--- src/rtl/mcdf_arbiter.sv ---
// mcdf_arbiter
//   Arbiter between the three MCDF channel FIFOs and the formatter. While idle
//   it picks one eligible channel (req & en) by programmed priority, using
//   round-robin to break ties, and pulses that channel's ack for one cycle.
//   It then forwards that channel's val/data/end to the formatter, with one
//   register stage, until the packet ends. A watchdog aborts packets that run
//   too long. The packet is also aborted if the granted channel is disabled
//   while it is in flight.
//
// Ports
//   clk_i, rst_n            clock; asynchronous active-low reset
//   slvN_req_i              channel N has a packet buffered
//   slvN_val_i/_end_i       channel N word valid / last word
//   slvN_data_i [31:0]      channel N data
//   slvN_en_i               channel N enable
//   slvN_prio_i [1:0]       channel N priority (0 = highest)
//   f2a_ready_i             formatter can take a new packet (sampled only when idle)
//   a2sN_ack_o              one-cycle grant pulse to channel N
//   a2f_val_o/_data_o/_end_o  forwarded packet stream (1-cycle latency)
//   a2f_id_o [1:0]          granted channel id
//   a2f_err_o               one-cycle pulse when a packet is aborted
module mcdf_arbiter #(
  parameter int TIMEOUT = 80
) (
  input  logic        clk_i,
  input  logic        rst_n,
  input  logic        slv0_req_i,
  input  logic        slv1_req_i,
  input  logic        slv2_req_i,
  input  logic        slv0_val_i,
  input  logic        slv1_val_i,
  input  logic        slv2_val_i,
  input  logic        slv0_end_i,
  input  logic        slv1_end_i,
  input  logic        slv2_end_i,
  input  logic [31:0] slv0_data_i,
  input  logic [31:0] slv1_data_i,
  input  logic [31:0] slv2_data_i,
  input  logic        slv0_en_i,
  input  logic        slv1_en_i,
  input  logic        slv2_en_i,
  input  logic [1:0]  slv0_prio_i,
  input  logic [1:0]  slv1_prio_i,
  input  logic [1:0]  slv2_prio_i,
  input  logic        f2a_ready_i,
  output logic        a2s0_ack_o,
  output logic        a2s1_ack_o,
  output logic        a2s2_ack_o,
  output logic        a2f_val_o,
  output logic [31:0] a2f_data_o,
  output logic [1:0]  a2f_id_o,
  output logic        a2f_end_o,
  output logic        a2f_err_o
);

  localparam logic [0:0] IDLE = 1'b0;
  localparam logic [0:0] XFER = 1'b1;
  localparam int CNT_W = (TIMEOUT > 2) ? $clog2(TIMEOUT) : 1;

  logic [0:0]       state_q, state_d;
  logic [1:0]       last_q, last_d;
  logic [1:0]       id_q, id_d;
  logic             val_q, val_d;
  logic [31:0]      data_q, data_d;
  logic             end_q, end_d;
  logic             err_q, err_d;
  logic [CNT_W-1:0] cnt_q, cnt_d;

  logic [2:0] elig;
  logic [1:0] prio_a [3];
  logic [1:0] min_p;
  logic [1:0] win;
  logic [1:0] idx;
  logic       found;
  logic [2:0] ack_v;
  logic       sel_val, sel_end, sel_en;
  logic [31:0] sel_data;

  // Channel visited k steps after 'last' in the cyclic order 0->1->2->0.
  function automatic logic [1:0] rr_idx(input logic [1:0] last, input int k);
    logic [2:0] s;
    s = {1'b0, last} + 3'(k);
    if (s >= 3'd3) s = s - 3'd3;
    return s[1:0];
  endfunction

  assign elig      = {slv2_req_i & slv2_en_i, slv1_req_i & slv1_en_i, slv0_req_i & slv0_en_i};
  assign prio_a[0] = slv0_prio_i;
  assign prio_a[1] = slv1_prio_i;
  assign prio_a[2] = slv2_prio_i;

  // Winner: best priority value among eligible channels. Among equals, the
  // first one found after the last-granted channel wins.
  always_comb begin
    min_p = 2'd3;
    for (int i = 0; i < 3; i++) begin
      if (elig[i] && (prio_a[i] < min_p)) min_p = prio_a[i];
    end
    win   = 2'd0;
    found = 1'b0;
    idx   = 2'd0;
    for (int k = 1; k <= 3; k++) begin
      idx = rr_idx(last_q, k);
      if (!found && elig[idx] && (prio_a[idx] == min_p)) begin
        win   = idx;
        found = 1'b1;
      end
    end
  end

  // Forwarding mux, fixed to the latched channel id.
  always_comb begin
    case (id_q)
      2'd1: begin
        sel_val = slv1_val_i; sel_end = slv1_end_i; sel_data = slv1_data_i; sel_en = slv1_en_i;
      end
      2'd2: begin
        sel_val = slv2_val_i; sel_end = slv2_end_i; sel_data = slv2_data_i; sel_en = slv2_en_i;
      end
      default: begin
        sel_val = slv0_val_i; sel_end = slv0_end_i; sel_data = slv0_data_i; sel_en = slv0_en_i;
      end
    endcase
  end

  always_comb begin
    state_d = state_q;
    last_d  = last_q;
    id_d    = id_q;
    val_d   = 1'b0;
    data_d  = data_q;
    end_d   = 1'b0;
    err_d   = 1'b0;
    cnt_d   = cnt_q;
    ack_v   = 3'b000;
    case (state_q)
      IDLE: begin
        if ((|elig) && f2a_ready_i) begin
          ack_v   = 3'b001 << win;
          id_d    = win;
          last_d  = win;
          cnt_d   = '0;
          state_d = XFER;
        end
      end
      XFER: begin
        if (!sel_en) begin
          // Channel disabled mid-packet: abort. The forwarded valid stays 0.
          state_d = IDLE;
          err_d   = 1'b1;
        end else begin
          val_d = sel_val;
          end_d = sel_val & sel_end;
          if (sel_val) data_d = sel_data;
          // A real end takes precedence over watchdog expiry in the same cycle.
          if (sel_val && sel_end) begin
            state_d = IDLE;
          end else if (cnt_q == CNT_W'(TIMEOUT - 1)) begin
            state_d = IDLE;
            err_d   = 1'b1;
          end else begin
            cnt_d = cnt_q + 1'b1;
          end
        end
      end
      default: state_d = IDLE;
    endcase
  end

  always_ff @(posedge clk_i or negedge rst_n) begin
    if (!rst_n) begin
      state_q <= IDLE;
      last_q  <= 2'd2;
      id_q    <= 2'd0;
      val_q   <= 1'b0;
      data_q  <= 32'd0;
      end_q   <= 1'b0;
      err_q   <= 1'b0;
      cnt_q   <= '0;
    end else begin
      state_q <= state_d;
      last_q  <= last_d;
      id_q    <= id_d;
      val_q   <= val_d;
      data_q  <= data_d;
      end_q   <= end_d;
      err_q   <= err_d;
      cnt_q   <= cnt_d;
    end
  end

  assign a2s0_ack_o = ack_v[0];
  assign a2s1_ack_o = ack_v[1];
  assign a2s2_ack_o = ack_v[2];
  assign a2f_val_o  = val_q;
  assign a2f_data_o = data_q;
  assign a2f_id_o   = id_q;
  assign a2f_end_o  = end_q;
  assign a2f_err_o  = err_q;

endmodule

--- config.mk ---
export PLATFORM = sky130hd
export DESIGN_NAME = mcdf_arbiter
export DESIGN_NICKNAME = d
export VERILOG_FILES = /design/src/rtl/mcdf_arbiter.sv
export SDC_FILE = /design/constraint.sdc
export NUM_CORES = 1
export LEC_CHECK = 0
export BUFFER_PORTS_ARGS = -buffer_cell sky130_fd_sc_hd__buf_2
export CAP_MARGIN = 20
export CORE_ASPECT_RATIO = 0.7
export CORE_MARGIN = 2
export CORE_UTILIZATION = 42
export DETAILED_ROUTE_END_ITERATION = 8
export HOLD_SLACK_MARGIN = 0.03
export PLACE_DENSITY = 0.78
export SETUP_SLACK_MARGIN = 0.05
export SLEW_MARGIN = 20
export SYNTH_ARGS = -nofsm -noshare
export SYNTH_HDL_FRONTEND = slang
export SYNTH_SLANG_ARGS = --single-unit
--- constraint.sdc ---
create_clock -name clk_i -period 2.8 [get_ports clk_i]
set_clock_uncertainty 0.15 [all_clocks]
set_input_delay 0 -clock clk_i [delete_from_list [all_inputs] [get_ports clk_i]]
set_output_delay 0 -clock clk_i [all_outputs]
set_load 0.02 [all_outputs]
* After elaboration in Yosys (flattened, before gate mapping) *
Cells that the tools add are included.

word-level totals
  word-level logic and storage cells = 112
  input bits = 117
  bits in registers = 47

cells by class
  shift-type cells = 1
  add/subtract/negate cells = 7
  muxes and demuxes = 50
  equality and inequality tests = 10
  magnitude comparators = 12
  bitwise operators = 8
  reduce and logical (&&, ||, !) cells = 16

operator list
  kind                                                 number
  one-hot mux 32 bit (2 select lines)                  1
  two-way mux 2 bit                                    15
  two-way mux 7 bit                                    4
  two-way mux 1 bit                                    17
  one-hot mux 7 bit (2 select lines)                   1
  binary-select mux 2 bit (select 2 bit)               3
  logical AND 1 bit                                    10
  >= comparator 3 x 2 -> 1 bit, second input constant  3
  >= comparator 3 bit, second input constant           3
  < comparator 2 x 3 -> 1 bit, second input constant   3
  inverter 2 -> 3 bit                                  3
  one-hot mux 1 bit (2 select lines)                   4
  adder 7 x 1 -> 7 bit, second input constant          1
  == test 7 bit, second input constant                 1
  adder 2 x 2 -> 3 bit, second input constant          2
  binary-select mux 1 bit (select 2 bit)               3
  == test 2 bit                                        3
  two-way mux 3 bit                                    2
  inequality test 2 bit, second input constant         3
  subtractor 2 bit, second input constant              3
  bitwise AND 1 bit                                    4
  < comparator 2 bit                                   2
  AND reduction 4 bit                                  1
  adder 2 x 1 -> 3 bit, second input constant          1
  other kinds (10)                                     11

* Longest topological paths before layout *
Gate-level depths: netlist of run 1.

  depth in word-level cells = 23
  mapped depth = 16

* Worst setup path after synthesis of run 1 *
No wires, ideal clock.

  path type = input to register
  start = input slv0_en_i
  end = register id_q[1], in the netlist a2f_id_o[1]
  buffers on the path = 0
  data arrival time = 3.025 ns
  required time = 2.532 ns
  stages = 16
  path slack = -0.493 ns
  cells stage by stage = nand2_1 nor2_1 ha_1 inv_1 o21ai_2 a32oi_4 inv_4 ha_1 nand4bb_1 a211o_1 a21oi_1 a211oi_1 or4_4 o2111ai_2 a21oi_2 a21o_1

on the way
  cells in the longest elaborated chain, start to end = 20

RTL lines
  item                            RTL line  source
  start, declared                 39        input logic slv0_en_i,
  bitwise AND 1 bit (*)           87        assign elig = {slv2_req_i & slv2_en_i, slv1_req_i & slv1_en_i, slv0_req_i & slv0_en_i};
  logical AND 1 bit               97        if (elig[i] && (prio_a[i] < min_p)) min_p = prio_a[i];
  two-way mux 2 bit               97
  < comparator 2 bit              97
  logical AND 1 bit               97
  two-way mux 2 bit               97
  < comparator 2 bit              97
  logical AND 1 bit               97
  [2 not listed]                  n/a
  logical AND 1 bit               104       if (!found && elig[idx] && (prio_a[idx] == min_p)) begin
  two-way mux 1 bit               104
  zero test 1 bit                 104
  logical AND 1 bit (2 in a row)  104
  two-way mux 1 bit               104
  zero test 1 bit                 104
  logical AND 1 bit (2 in a row)  104
  two-way mux 2 bit               104
  end signal, assigned            183       id_q <= id_d;
  end, declared                   62        logic [1:0] id_q, id_d;

Every way passes the cells marked *; elsewhere a longest branch is shown, timed or not. The select of a mux whose other input is x is not followed.
A chain may end at the register's enable or synchronous reset.

* Worst setup path after layout of run 1 *
  start = input slv0_req_i
  end = output a2s0_ack_o

on the way
  cells in the longest elaborated chain, start to end = 23

RTL lines
  item                            RTL line  source
  start, declared                 27        input logic slv0_req_i,
  bitwise AND 1 bit (*)           87
  logical AND 1 bit               97
  two-way mux 2 bit               97
  < comparator 2 bit              97
  logical AND 1 bit               97
  two-way mux 2 bit               97
  < comparator 2 bit              97
  logical AND 1 bit               97
  [5 not listed]                  n/a
  logical AND 1 bit (2 in a row)  104
  two-way mux 1 bit               104
  zero test 1 bit                 104
  logical AND 1 bit (2 in a row)  104
  two-way mux 2 bit               104
  << shifter 1 x 2 -> 3 bit       139       ack_v = 3'b001 << win;
  two-way mux 3 bit (*)           138       if ((|elig) && f2a_ready_i) begin
  two-way mux 3 bit (*)           136       case (state_q)
  end, declared                   46        output logic a2s0_ack_o,

Marks and branches as above.

==> qor.yml, run 1 <==
nNetsFinal: 724
max_slew_margin: 0.6584
initial_core_util: 0.4298
power.share.combinational: 0.700
areaGrowthSynthToFinish_pct: 68.16
final_area_um2: 5220
cts-buffers-inserted: 5
buffer_depth_of_the_longest_clock_path: 2
pin_count_of_the_biggest_net_entering_global_routing: 66
synthMostInstantiatedCell: "sky130_fd_sc_hd__o21ai_0"
cts_sinks: 46
synth-warning-count: 0
insertedDiodeCount: 0
worstHoldPathCells: 4
cts_tree: "yes"
synthesis.area_um2: 3104
htree_num_levels: 2
rsz0062_at_grt: "yes"
timing.setup.tns_ps: -1562
ys_types: 60
grt.overflow.total: 0
detail_route.iter0.violations: 434
dieArea_um2: 8106
share_of_synthesized_area_occupied_by_flip_flops_and_latches: 0.3712
final_clock_period_utilization_by_the_worst_path: 1.141
clock_insertion_delay_worst_skew_ps: 300
postRouteAntennaNets: 0
synth_top_area_share: 0.3628
run_status: "finished with violations"
ff2ff_setup_slack_ps: -140
num_io_pins: 157
placeableCoreArea_um2: 7222
timing_worst_slew_pin_value_ps: 512.4
via_count_normalized_by_instance_count: 5.924
timing.rr.start: "last_q[1]$_DFFE_PN1P_"
worstPathMaxFanout: 3
synth_commonest_cells: "sky130_fd_sc_hd__o21ai_0 (74), sky130_fd_sc_hd__nand2_1 (47), sky130_fd_sc_hd__dfrtp_1 (45)"
antenna_found_initial: 0
cts_root_buf: "sky130_fd_sc_hd__clkbuf_8"
post-route-drc-count: 0
hp-start: "slv2_data_i[7]"
syn-mean-instance-area_um2: 8.769
postLayoutCoreUtil: 0.7228
total_power_mw: 5.326
internal_power_mw: 2.934
p_seq_frac: 0.205
portBuffers: 156
switching_power_mw: 2.392
rows: 26
groute.usage.overall: 0.3140
hpwl_mm: 8.145
finalSetupViolations: 6
synth_enable_flop_cells: 0
die_y_um: 75.93
clock_network_power_share: 0.095
timing.critical_path.arrival_ps: 3050
fillCellCount: 502
synthesis.instances: 354
swShare: 0.4492
placed_area_um2: 4262
postSynthRegisterBits: 46
worstReg2RegEnd: "a2f_id_o[1]$_DFFE_PN0P_"
hold_end: "a2f_data_o[7]$_DFFE_PN0P_"
finalCriticalPeriod_ps: 3196
worstSetupPathType: "input pin to output pin"
preCtsSetupSlack_ps: -437.4
peakVddDrop_uv: 662.1
global_route_wire_length_before_repair_mm: 20.22
worst_slack_ps: -395.7
powerDensity_nw_per_um2: 1020
p_leak_nw: 2.517
clkTransAtPathRegs_ps: 90
violations_in_the_final_reports: "negative setup slack"
yosys-top-cells-area: "sky130_fd_sc_hd__dfrtp_1 (36%), sky130_fd_sc_hd__o21ai_0 (12%), sky130_fd_sc_hd__a221o_1 (11%), sky130_fd_sc_hd__nand2_1 (5.7%), sky130_fd_sc_hd__ha_1 (3.2%)"
number_of_global_route_vias_before_repair: 4034
ffs_w_async_s_r_synth: 1.000
die_width_um: 106.8
worst-r2r-cell-count: 11
layout-drive-gt1-share: 0.4200
detailedRoute.firstPassIterationCount: 5
synth_largest_area_cell: "sky130_fd_sc_hd__dfrtp_1"
max_freq_mhz: 312.9
hp-class: "input pin to register"
total_count_of_hold_check_failures_in_the_final_report: 0
maxCapViolations: 0
timing.critical_path.from_type: "input pin"
cp-startpoint: "slv0_req_i"
timing.critical_path.required_ps: 2650
wire_per_inst_um: 18.74
detailroute.via_count: 4135
postSynthNetCount: 479
place_congestion: 0.8763
crit_path_end_kind: "output pin"
detail_route.wirelength_mm: 13.08
dominantRegCellSynth: "sky130_fd_sc_hd__dfrtp_1"
final_max_slew_viol_count: 0
-- cell families after synthesis --
family                   share of synthesized area
AO/OA/AOI/OAI                               0.3184
AND/OR/NAND/NOR                             0.1725
buffers and inverters                      0.06006
flip-flops                                  0.3712
multiplexers                               0.02015
XOR/XNOR                                   0.02539
adder cells (fa/ha/maj)                    0.03225
-- metrics by stage --
step           instances  hold slack [ps]
2_1_floorplan        354           -445.6
3_3_place_gp         614           -152.6
6_report             698            42.22
4_1_cts              691            41.47
5_1_grt              698            55.59
3_5_place_dp         614           -151.7
-- power groups by stage --
stage                     Combinational (mW)  Clock [mW]  Sequential [mW]
after CTS                               3.47       0.518             1.08
after detailed placement                2.86           0             1.09
after global placement                  2.81           0             1.07
final                                   3.73       0.508             1.09
after floorplan                         1.72           0             1.37
after global routing                    4.02       0.555             1.12
-- layer usage --
metal,GRT usage,share of wire
met3,0.07057,0.085
met4,0.1727,0.052
met5,0,0
met2,0.5064,0.47
met1,0.3889,0.40
-- state kept, by name, summed over array words and instances (netlist names) --
register    cells
state_q         1
last_q          2
a2f_val_o       1
a2f_end_o       1
a2f_data_o     32
a2f_id_o        1
cnt_q           7
a2f_err_o       1
-- critical path, stage by stage --
cell and delay (ps):
sky130_fd_sc_hd__buf_8 110, sky130_fd_sc_hd__nand2_8 60, sky130_fd_sc_hd__nor2_4 40, sky130_fd_sc_hd__ha_4 150, sky130_fd_sc_hd__and3b_2 270, sky130_fd_sc_hd__o21ai_2 80, sky130_fd_sc_hd__a32oi_4 230, sky130_fd_sc_hd__inv_4 70
sky130_fd_sc_hd__ha_4 160, sky130_fd_sc_hd__nand4bb_4 220, sky130_fd_sc_hd__a211oi_4 310, sky130_fd_sc_hd__nor2_2 80, sky130_fd_sc_hd__a211o_2 320, sky130_fd_sc_hd__and4b_1 220, sky130_fd_sc_hd__a21o_1 170, sky130_fd_sc_hd__o21ai_2 190
sky130_fd_sc_hd__and4_4 230, sky130_fd_sc_hd__buf_6 110
-- worst max path at each step --
stage / end / slack [ps] / depth (start not counted)
2_1_floorplan: a2f_id_o[1]$_DFFE_PN0P_ / -230 / 16
3_3_place_gp: a2s0_ack_o / -350 / 17
3_5_place_dp: a2s0_ack_o / -440 / 17
4_1_cts: a2s0_ack_o / -400 / 17
5_1_grt: a2s0_ack_o / -510 / 18
6_report: a2s0_ack_o / -400 / 18
-- placed cells by master, fill, tap and decap left out, types with 8 or more instances in the layout --
cell type,n
sky130_fd_sc_hd__buf_2,152
sky130_fd_sc_hd__o21ai_0,72
sky130_fd_sc_hd__dlygate4sd3_1,64
sky130_fd_sc_hd__nand2_1,45
sky130_fd_sc_hd__dfrtp_1,45
sky130_fd_sc_hd__buf_4,40
sky130_fd_sc_hd__a221o_1,34
sky130_fd_sc_hd__nand3_1,12
sky130_fd_sc_hd__nor2_1,11
sky130_fd_sc_hd__inv_1,10
sky130_fd_sc_hd__buf_6,8
-- what timing repair did --
| item | in CTS | in global routing |
|---|---|---|
| endpoints found under the hold margin | 80 | 0 |
| resized for setup | 10 | 16 |
| pin swaps | 11 | 17 |
| hold buffers | 64 | 0 |
| buffers inserted | 5 | 7 |
| setup endpoints to repair | 6 | 8 |
-- area by class of cell --
type / count / area (µm²) / share of cell area
sequential: 46 / 1152 / 0.2208
clock buffer: 5 / 68.82 / 0.01318
clock inverter: 3 / 43.79 / 0.008389
tap: 98 / 122.6 / 0.02349
multi-input combinational: 268 / 1942 / 0.3720
timing repair buffer: 267 / 1847 / 0.3538
inverter: 11 / 43.79 / 0.008389
No activity file was read; power rests on OpenSTA's default activity.
==> inputs of run 2 (changes only) <==
--- a/config.mk
+++ b/config.mk
@@ -7,7 +7,6 @@
 export LEC_CHECK = 0
 export BUFFER_PORTS_ARGS = -buffer_cell sky130_fd_sc_hd__buf_2
 export CAP_MARGIN = 20
-export CORE_ASPECT_RATIO = 0.7
 export CORE_MARGIN = 2
 export CORE_UTILIZATION = 42
 export DETAILED_ROUTE_END_ITERATION = 8
==> run 2 against run 1 <==
The run still ends with negative setup slack left. Sequential power hardly changed. Fmax shrank 0.62%. Global-route usage down 0.39 points. First-iteration DRC count decreased by 50%. Cell area is 1.2% higher. Routed wire length shrank 2.0%. Total power up 3.0%.
==> qor.yml, run 2 (synthesis gave the netlist of run 1 again) <==
grt.overflow.total: 0  # unchanged
die_y_um: 89.97  # was 75.93 µm
initial_core_util: 0.4303  # was 0.4298
detailedRoute.firstPassIterationCount: 5  # unchanged
mostFrequentLayoutCell: "sky130_fd_sc_hd__buf_2"  # unchanged
p_leak_nw: 2.535  # was 2.517 nW
die_width_um: 89.97  # was 106.8 µm
rows: 31  # was 26
peakVddDrop_uv: 620.2  # was 662.1 µV
max_freq_mhz: 311.0  # was 312.9 MHz
hpwl_mm: 7.875  # was 8.145 mm
nNetsFinal: 729  # was 724
cts_sinks: 46  # unchanged
worst_path_max_delay_cell: "sky130_fd_sc_hd__mux2i_2"  # was sky130_fd_sc_hd__a211o_2
timing.critical_path.mode_cell: "sky130_fd_sc_hd__ha_4"
max_slew_margin: 0.6029  # was 0.6584
pin_count_of_the_biggest_net_entering_global_routing: 66  # unchanged
global_route_wire_length_before_repair_mm: 20.46  # was 20.22 mm
timing.critical_path.required_ps: 2650  # about the same
cts_tree: "yes"  # unchanged
largest_register_ffs: 32  # unchanged
timing.critical_path.to: "a2s0_ack_o"  # unchanged
worstSetupPathType: "input pin to output pin"  # unchanged
worst-r2r-cell-count: 9  # was 11
final_max_slew_viol_count: 0  # unchanged
portBuffers: 156  # unchanged
ff2ff_setup_slack_ps: -90  # was -140 ps
instances_no_fill: 704  # was 698
critPathMaxStageDelay_ps: 350  # was 320 ps
timing.setup.tns_ps: -1416  # was -1562 ps
critical_path.cell_chain: "buf_8 -> nand2_8 -> nor2_4 -> ha_4 -> and3b_2 -> o21ai_4 -> a32oi_4 -> inv_4 -> ha_4 -> nand4bb_4 -> a211o_1 -> a21oi_4 -> a211o_2 -> nand4b_1 -> mux2i_2 -> and4_4 -> buf_6"  # was buf_8 -> nand2_8 -> nor2_4 -> ha_4 -> and3b_2 -> o21ai_2 -> a32oi_4 -> inv_4 -> ha_4 -> nand4bb_4 -> a211oi_4 -> nor2_2 -> a211o_2 -> and4b_1 -> a21o_1 -> o21ai_2 -> and4_4 -> buf_6
maxCapViolations: 0  # unchanged
whs_ps: 49.38  # was 42.22 ps
powerDensity_nw_per_um2: 1038  # was 1020 nW/µm²
via_count_normalized_by_instance_count: 5.743  # was 5.924
finalCriticalPeriod_ps: 3216  # was 3196 ps
post-route-drc-count: 0  # unchanged
finalSetupViolations: 5  # was 6
place_congestion: 0.9409  # was 0.8763
insertedDiodeCount: 0  # unchanged
dieArea_um2: 8095  # was 8106 µm²
final_clock_period_utilization_by_the_worst_path: 1.148  # was 1.141
dpl.cell_count: 617  # was 614
layout.cells.most_common_list: "sky130_fd_sc_hd__buf_2 (150), sky130_fd_sc_hd__o21ai_0 (72), sky130_fd_sc_hd__dlygate4sd3_1 (64)"  # was sky130_fd_sc_hd__buf_2 (152), sky130_fd_sc_hd__o21ai_0 (72), sky130_fd_sc_hd__dlygate4sd3_1 (64)
crit_path_end_kind: "output pin"  # unchanged
timing.critical_path.arrival_ps: 3070  # was 3050 ps
detailroute.via_count: 4043  # was 4135
run_status: "finished with violations"  # unchanged
detail_route.iter0.violations: 218  # was 434
timing_worst_slew_pin_value_ps: 595.7  # was 512.4 ps
groute.usage.overall: 0.3101  # was 0.3140
violations_in_the_final_reports: "negative setup slack"  # unchanged
detail_route.wirelength_mm: 12.81  # was 13.08 mm
num_io_pins: 157  # unchanged
worstPathMaxFanout: 3  # unchanged
worstReg2RegEnd: "a2f_id_o[1]$_DFFE_PN0P_"  # unchanged
buffer_depth_of_the_longest_clock_path: 2  # unchanged
number_of_global_route_vias_before_repair: 4126  # was 4034
rsz0062_at_grt: "yes"  # unchanged
placeableCoreArea_um2: 7214  # was 7222 µm²
postRouteAntennaNets: 0  # unchanged
hp-class: "input pin to register"  # unchanged
placed_area_um2: 4278  # was 4262 µm²
clkTransAtPathRegs_ps: 80  # was 90 ps
wire_per_inst_um: 18.20  # was 18.74 µm
cts_root_buf: "sky130_fd_sc_hd__clkbuf_8"  # unchanged
final_area_um2: 5284  # was 5220 µm²
timing.rr.start: "last_q[1]$_DFFE_PN1P_"  # unchanged
cts-buffers-inserted: 5  # unchanged
fillCellCount: 502  # unchanged
total_count_of_hold_check_failures_in_the_final_report: 0  # unchanged
antenna_found_initial: 0  # unchanged
htree_num_levels: 2  # unchanged
layout-drive-gt1-share: 0.4264  # was 0.4200
cp-startpoint: "slv0_req_i"  # unchanged
worst_slack_ps: -415.8  # was -395.7 ps
timing.critical_path.from_type: "input pin"  # unchanged
areaGrowthSynthToFinish_pct: 70.21  # was 68.16%
clock_insertion_delay_worst_skew_ps: 300  # about the same
==> run 2: changes by cell type in the layout (fill, tap and decap cells not counted), sizes merged <==
cell	change
inv	-2
clkinvlp	+1
clkbuf	+2
buf	+5
clkinv	-1
==> run 2: worst max-delay path: cells and delay by family <==
family,cells,cell delay (ps)
muxes,1,350
adders and majority gates,2,310
and+or+nand+nor,6,1140
AOI/OAI and AO/OA,5,980
buffers and inverters,3,280
==> run 2: layout make-up <==
cell class / instances / area, µm² / area share
flip-flops and latches: 46 / 1152 / 0.2181
well taps: 99 / 123.9 / 0.02344
clock inverters: 1 / 30.03 / 0.005683
multi-input cells: 268 / 1966 / 0.3720
repair buffers: 272 / 1878 / 0.3554
inverters: 11 / 47.55 / 0.008998
clock buffers: 7 / 86.33 / 0.01634
==> run 2: stage by stage <==
| stage | utilization | worst slack, ps | power, mW |
|---|---|---|---|
| finish | 0.7324 | -415.8 | 5.484 |
| global route | 0.7324 | -524.6 | 5.855 |
| CTS | 0.7119 | -359.7 | 5.130 |
| detailed placement | 0.5930 | -408.3 | 3.971 |
| global placement | 0.5930 | -341.8 | 3.902 |
| floorplan | - | -230.6 | 3.087 |
==> run 2: timing repair <==
action,CTS,global route
pin swaps,10,11
hold buffers,64,0
endpoints found under the setup margin,5,35
endpoints found under the hold margin,80,0
resized for setup,9,19
buffers inserted,8,8
==> run 2: how the worst min path moves through the flow <==
stage	start	endpoint	cells past startpoint
2_1_floorplan	rst_n	a2f_data_o[0]$_DFFE_PN0P_	0
3_3_place_gp	rst_n	a2f_data_o[16]$_DFFE_PN0P_	1
3_5_place_dp	rst_n	a2f_data_o[16]$_DFFE_PN0P_	1
4_1_cts	slv1_data_i[7]	a2f_data_o[7]$_DFFE_PN0P_	4
5_1_grt	slv1_data_i[7]	a2f_data_o[7]$_DFFE_PN0P_	4
6_report	slv1_data_i[7]	a2f_data_o[7]$_DFFE_PN0P_	4
==> run 2: routing by layer <==
layer  vias to the layer above  GRT usage  share of wire
li1                       1817          -              -
met1                      1919     0.3778           0.39
met3                        48    0.07376          0.089
met5                         -          0              0
met4                         0     0.1436          0.036
met2                       259     0.5215           0.49
==> run 2: power breakdown <==
part	internal, mW	switching (mW)	total (mW)
clock network	0.292	0.234	0.526
registers	0.935	0.154	1.09
logic	1.81	2.06	3.87
total	3.04	2.45	5.48
==> inputs of run 3 (changes only) <==
--- a/config.mk
+++ b/config.mk
@@ -11,7 +11,7 @@
 export CORE_UTILIZATION = 42
 export DETAILED_ROUTE_END_ITERATION = 8
 export HOLD_SLACK_MARGIN = 0.03
-export PLACE_DENSITY = 0.78
+export PLACE_DENSITY_LB_ADDON = 0.05
 export SETUP_SLACK_MARGIN = 0.05
 export SLEW_MARGIN = 20
 export SYNTH_ARGS = -nofsm -noshare
==> run 3 against run 2 <==
The run still ends with negative setup slack left. Hold slack worse by 19 ps. Sequential share of layout area about the same. Die area did not move. Flip-flop and latch count did not move. Routed wire length decreased by 16%. Largest power group unchanged.
==> qor.yml, run 3 (synthesis gave the netlist of run 1 again) <==
finalCriticalPeriod_ps: 3137  # was 3216 ps
cts_root_buf: "sky130_fd_sc_hd__clkbuf_8"  # unchanged
detailedRoute.firstPassIterationCount: 4  # was 5
die_y_um: 89.97  # unchanged
final_max_slew_viol_count: 0  # unchanged
htree_num_levels: 2  # unchanged
post-route-drc-count: 0  # unchanged
global_route_wire_length_before_repair_mm: 17.35  # was 20.46 mm
grt.overflow.total: 0  # unchanged
worstSetupPathType: "input pin to output pin"  # unchanged
hpwl_mm: 7.387  # was 7.875 mm
number_of_global_route_vias_before_repair: 3629  # was 4126
placeableCoreArea_um2: 7214  # unchanged
total_count_of_hold_check_failures_in_the_final_report: 0  # unchanged
clkTransAtPathRegs_ps: 100  # was 80 ps
layout.cells.most_common_list: "sky130_fd_sc_hd__buf_2 (150), sky130_fd_sc_hd__o21ai_0 (73), sky130_fd_sc_hd__dlygate4sd3_1 (65)"  # was sky130_fd_sc_hd__buf_2 (150), sky130_fd_sc_hd__o21ai_0 (72), sky130_fd_sc_hd__dlygate4sd3_1 (64)
via_count_normalized_by_instance_count: 5.303  # was 5.743
place_congestion: 0.9240  # was 0.9409
p_leak_nw: 2.545  # was 2.535 nW
violations_in_the_final_reports: "negative setup slack"  # unchanged
critPathMaxStageDelay_ps: 540  # was 350 ps
cts-buffers-inserted: 5  # unchanged
mostFrequentLayoutCell: "sky130_fd_sc_hd__buf_2"  # unchanged
crit_path_end_kind: "output pin"  # unchanged
num_io_pins: 157  # unchanged
peakVddDrop_uv: 473.7  # was 620.2 µV
timing_worst_slew_pin_value_ps: 578.6  # was 595.7 ps
maxCapViolations: 0  # unchanged
timing.critical_path.arrival_ps: 2990  # was 3070 ps
rsz0062_at_grt: "yes"  # unchanged
buffer_depth_of_the_longest_clock_path: 2  # unchanged
run_status: "finished with violations"  # unchanged
clock_insertion_delay_worst_skew_ps: 300  # about the same
worst_path_max_delay_cell: "sky130_fd_sc_hd__or4_4"  # was sky130_fd_sc_hd__mux2i_2
die_width_um: 89.97  # unchanged
whs_ps: 30.21  # was 49.38 ps
layout-drive-gt1-share: 0.4283  # was 0.4264
powerDensity_nw_per_um2: 993.5  # was 1038 nW/µm²
final_area_um2: 5288  # was 5284 µm²
timing.critical_path.required_ps: 2650  # about the same
preCtsSetupSlack_ps: -407.7  # was -408.3 ps
postRouteAntennaNets: 0  # unchanged
worst_slack_ps: -337.3  # was -415.8 ps
insertedDiodeCount: 0  # unchanged
finalSetupViolations: 5  # unchanged
placed_area_um2: 4298  # was 4278 µm²
fillCellCount: 579  # was 502
wire_per_inst_um: 15.33  # was 18.20 µm
detailroute.via_count: 3744  # was 4043
nNetsFinal: 731  # was 729
cts_sinks: 46  # unchanged
hp-class: "input pin to register"  # unchanged
detail_route.iter0.violations: 159  # was 218
worstPathMaxFanout: 3  # unchanged
detail_route.wirelength_mm: 10.82  # was 12.81 mm
timing.critical_path.from_type: "input pin"  # unchanged
rows: 31  # unchanged
timing.critical_path.mode_cell: "sky130_fd_sc_hd__ha_4"  # unchanged
max_slew_margin: 0.6143  # was 0.6029
largest_register_ffs: 32  # unchanged
critical_path.cell_chain: "buf_8 -> nand2_8 -> nor2_4 -> ha_4 -> and3b_2 -> o21ai_2 -> a32oi_4 -> inv_4 -> ha_4 -> buf_4 -> or3_4 -> a21oi_4 -> a211oi_4 -> or4_4 -> o2111ai_4 -> and4_4 -> buf_6"  # was buf_8 -> nand2_8 -> nor2_4 -> ha_4 -> and3b_2 -> o21ai_4 -> a32oi_4 -> inv_4 -> ha_4 -> nand4bb_4 -> a211o_1 -> a21oi_4 -> a211o_2 -> nand4b_1 -> mux2i_2 -> and4_4 -> buf_6
pin_count_of_the_biggest_net_entering_global_routing: 47  # was 66
groute.usage.overall: 0.2580  # was 0.3101
dieArea_um2: 8095  # unchanged
final_clock_period_utilization_by_the_worst_path: 1.120  # was 1.148
antenna_found_initial: 0  # unchanged
portBuffers: 156  # unchanged
cts_tree: "yes"  # unchanged
max_freq_mhz: 318.7  # was 311.0 MHz
initial_core_util: 0.4303  # unchanged
areaGrowthSynthToFinish_pct: 70.33  # was 70.21%
## run 3: cell types whose count changed in the layout (fill, tap and decap cells not counted), moves of 2 or more
cell                    delta
sky130_fd_sc_hd__buf_4     -2
sky130_fd_sc_hd__inv_2     +2
sky130_fd_sc_hd__buf_6     +3
sky130_fd_sc_hd__ha_2      -2
## run 3: area by class of cell
class,count,area [µm²],area share
clock buffer,5,68.82,0.01301
clock inverter,3,28.78,0.005443
inverter,11,43.79,0.008282
multi-input combinational,268,1963,0.3713
sequential,46,1152,0.2179
tap,99,123.9,0.02343
timing repair buffer,274,1907,0.3606
## run 3: worst max-delay path, delay by kind of cell
family | cells | cell delay [ps]
compound gates | 5 | 710
simple gates | 6 | 1550
buf+inv | 4 | 410
fa+ha+maj | 2 | 310
## run 3: final timing paths
check / startpoint / to / slack (ps) / cells after the start
hold reg to reg: a2f_data_o[24]$_DFFE_PN0P_ / a2f_data_o[24]$_DFFE_PN0P_ / 330 / 2
max in group asynchronous: rst_n / a2f_data_o[25]$_DFFE_PN0P_ / 1990 / 2
hold / removal: slv1_data_i[2] / a2f_data_o[2]$_DFFE_PN0P_ / 30 / 4
setup reg to reg: last_q[1]$_DFFE_PN1P_ / a2f_id_o[1]$_DFFE_PN0P_ / -120 / 11
setup / recovery: slv0_req_i / a2s0_ack_o / -340 / 17
min in group asynchronous: rst_n / a2f_data_o[15]$_DFFE_PN0P_ / 130 / 2
## run 3: timing repair
action | 4_1_cts | 5_1_grt
endpoints found under the setup margin | 6 | 14
pin swaps | 10 | 17
buffers inserted | 5 | 10
hold buffers | 65 | 0
hold endpoints to repair | 82 | 0
resized for setup | 12 | 20
## run 3: where the power goes
| part | leakage [nW] | switching, mW | internal [mW] |
|---|---|---|---|
| registers | 0.590 | 0.137 | 0.934 |
| logic | 1.90 | 1.92 | 1.83 |
| clock network | 0.0506 | 0.253 | 0.187 |
## run 3: routing by layer
layer / up-vias / wire length, µm / GRT usage
met5: - / 0 / 0
met4: 0 / 174 / 0.06538
met3: 16 / 545 / 0.04359
met2: 131 / 5615 / 0.4527
met1: 1771 / 4487 / 0.3324
li1: 1826 / - / -
## run 3: per-stage QoR
step | setup TNS (ps) | util | instances | power [mW]
2_1_floorplan | -614.6 | - | 354 | 3.087
3_3_place_gp | -1545 | 0.5957 | 618 | 3.961
3_5_place_dp | -1925 | 0.5957 | 618 | 3.991
4_1_cts | -1066 | 0.7102 | 696 | 5.069
5_1_grt | -1720 | 0.7329 | 706 | 5.696
6_report | -1208 | 0.7329 | 706 | 5.253
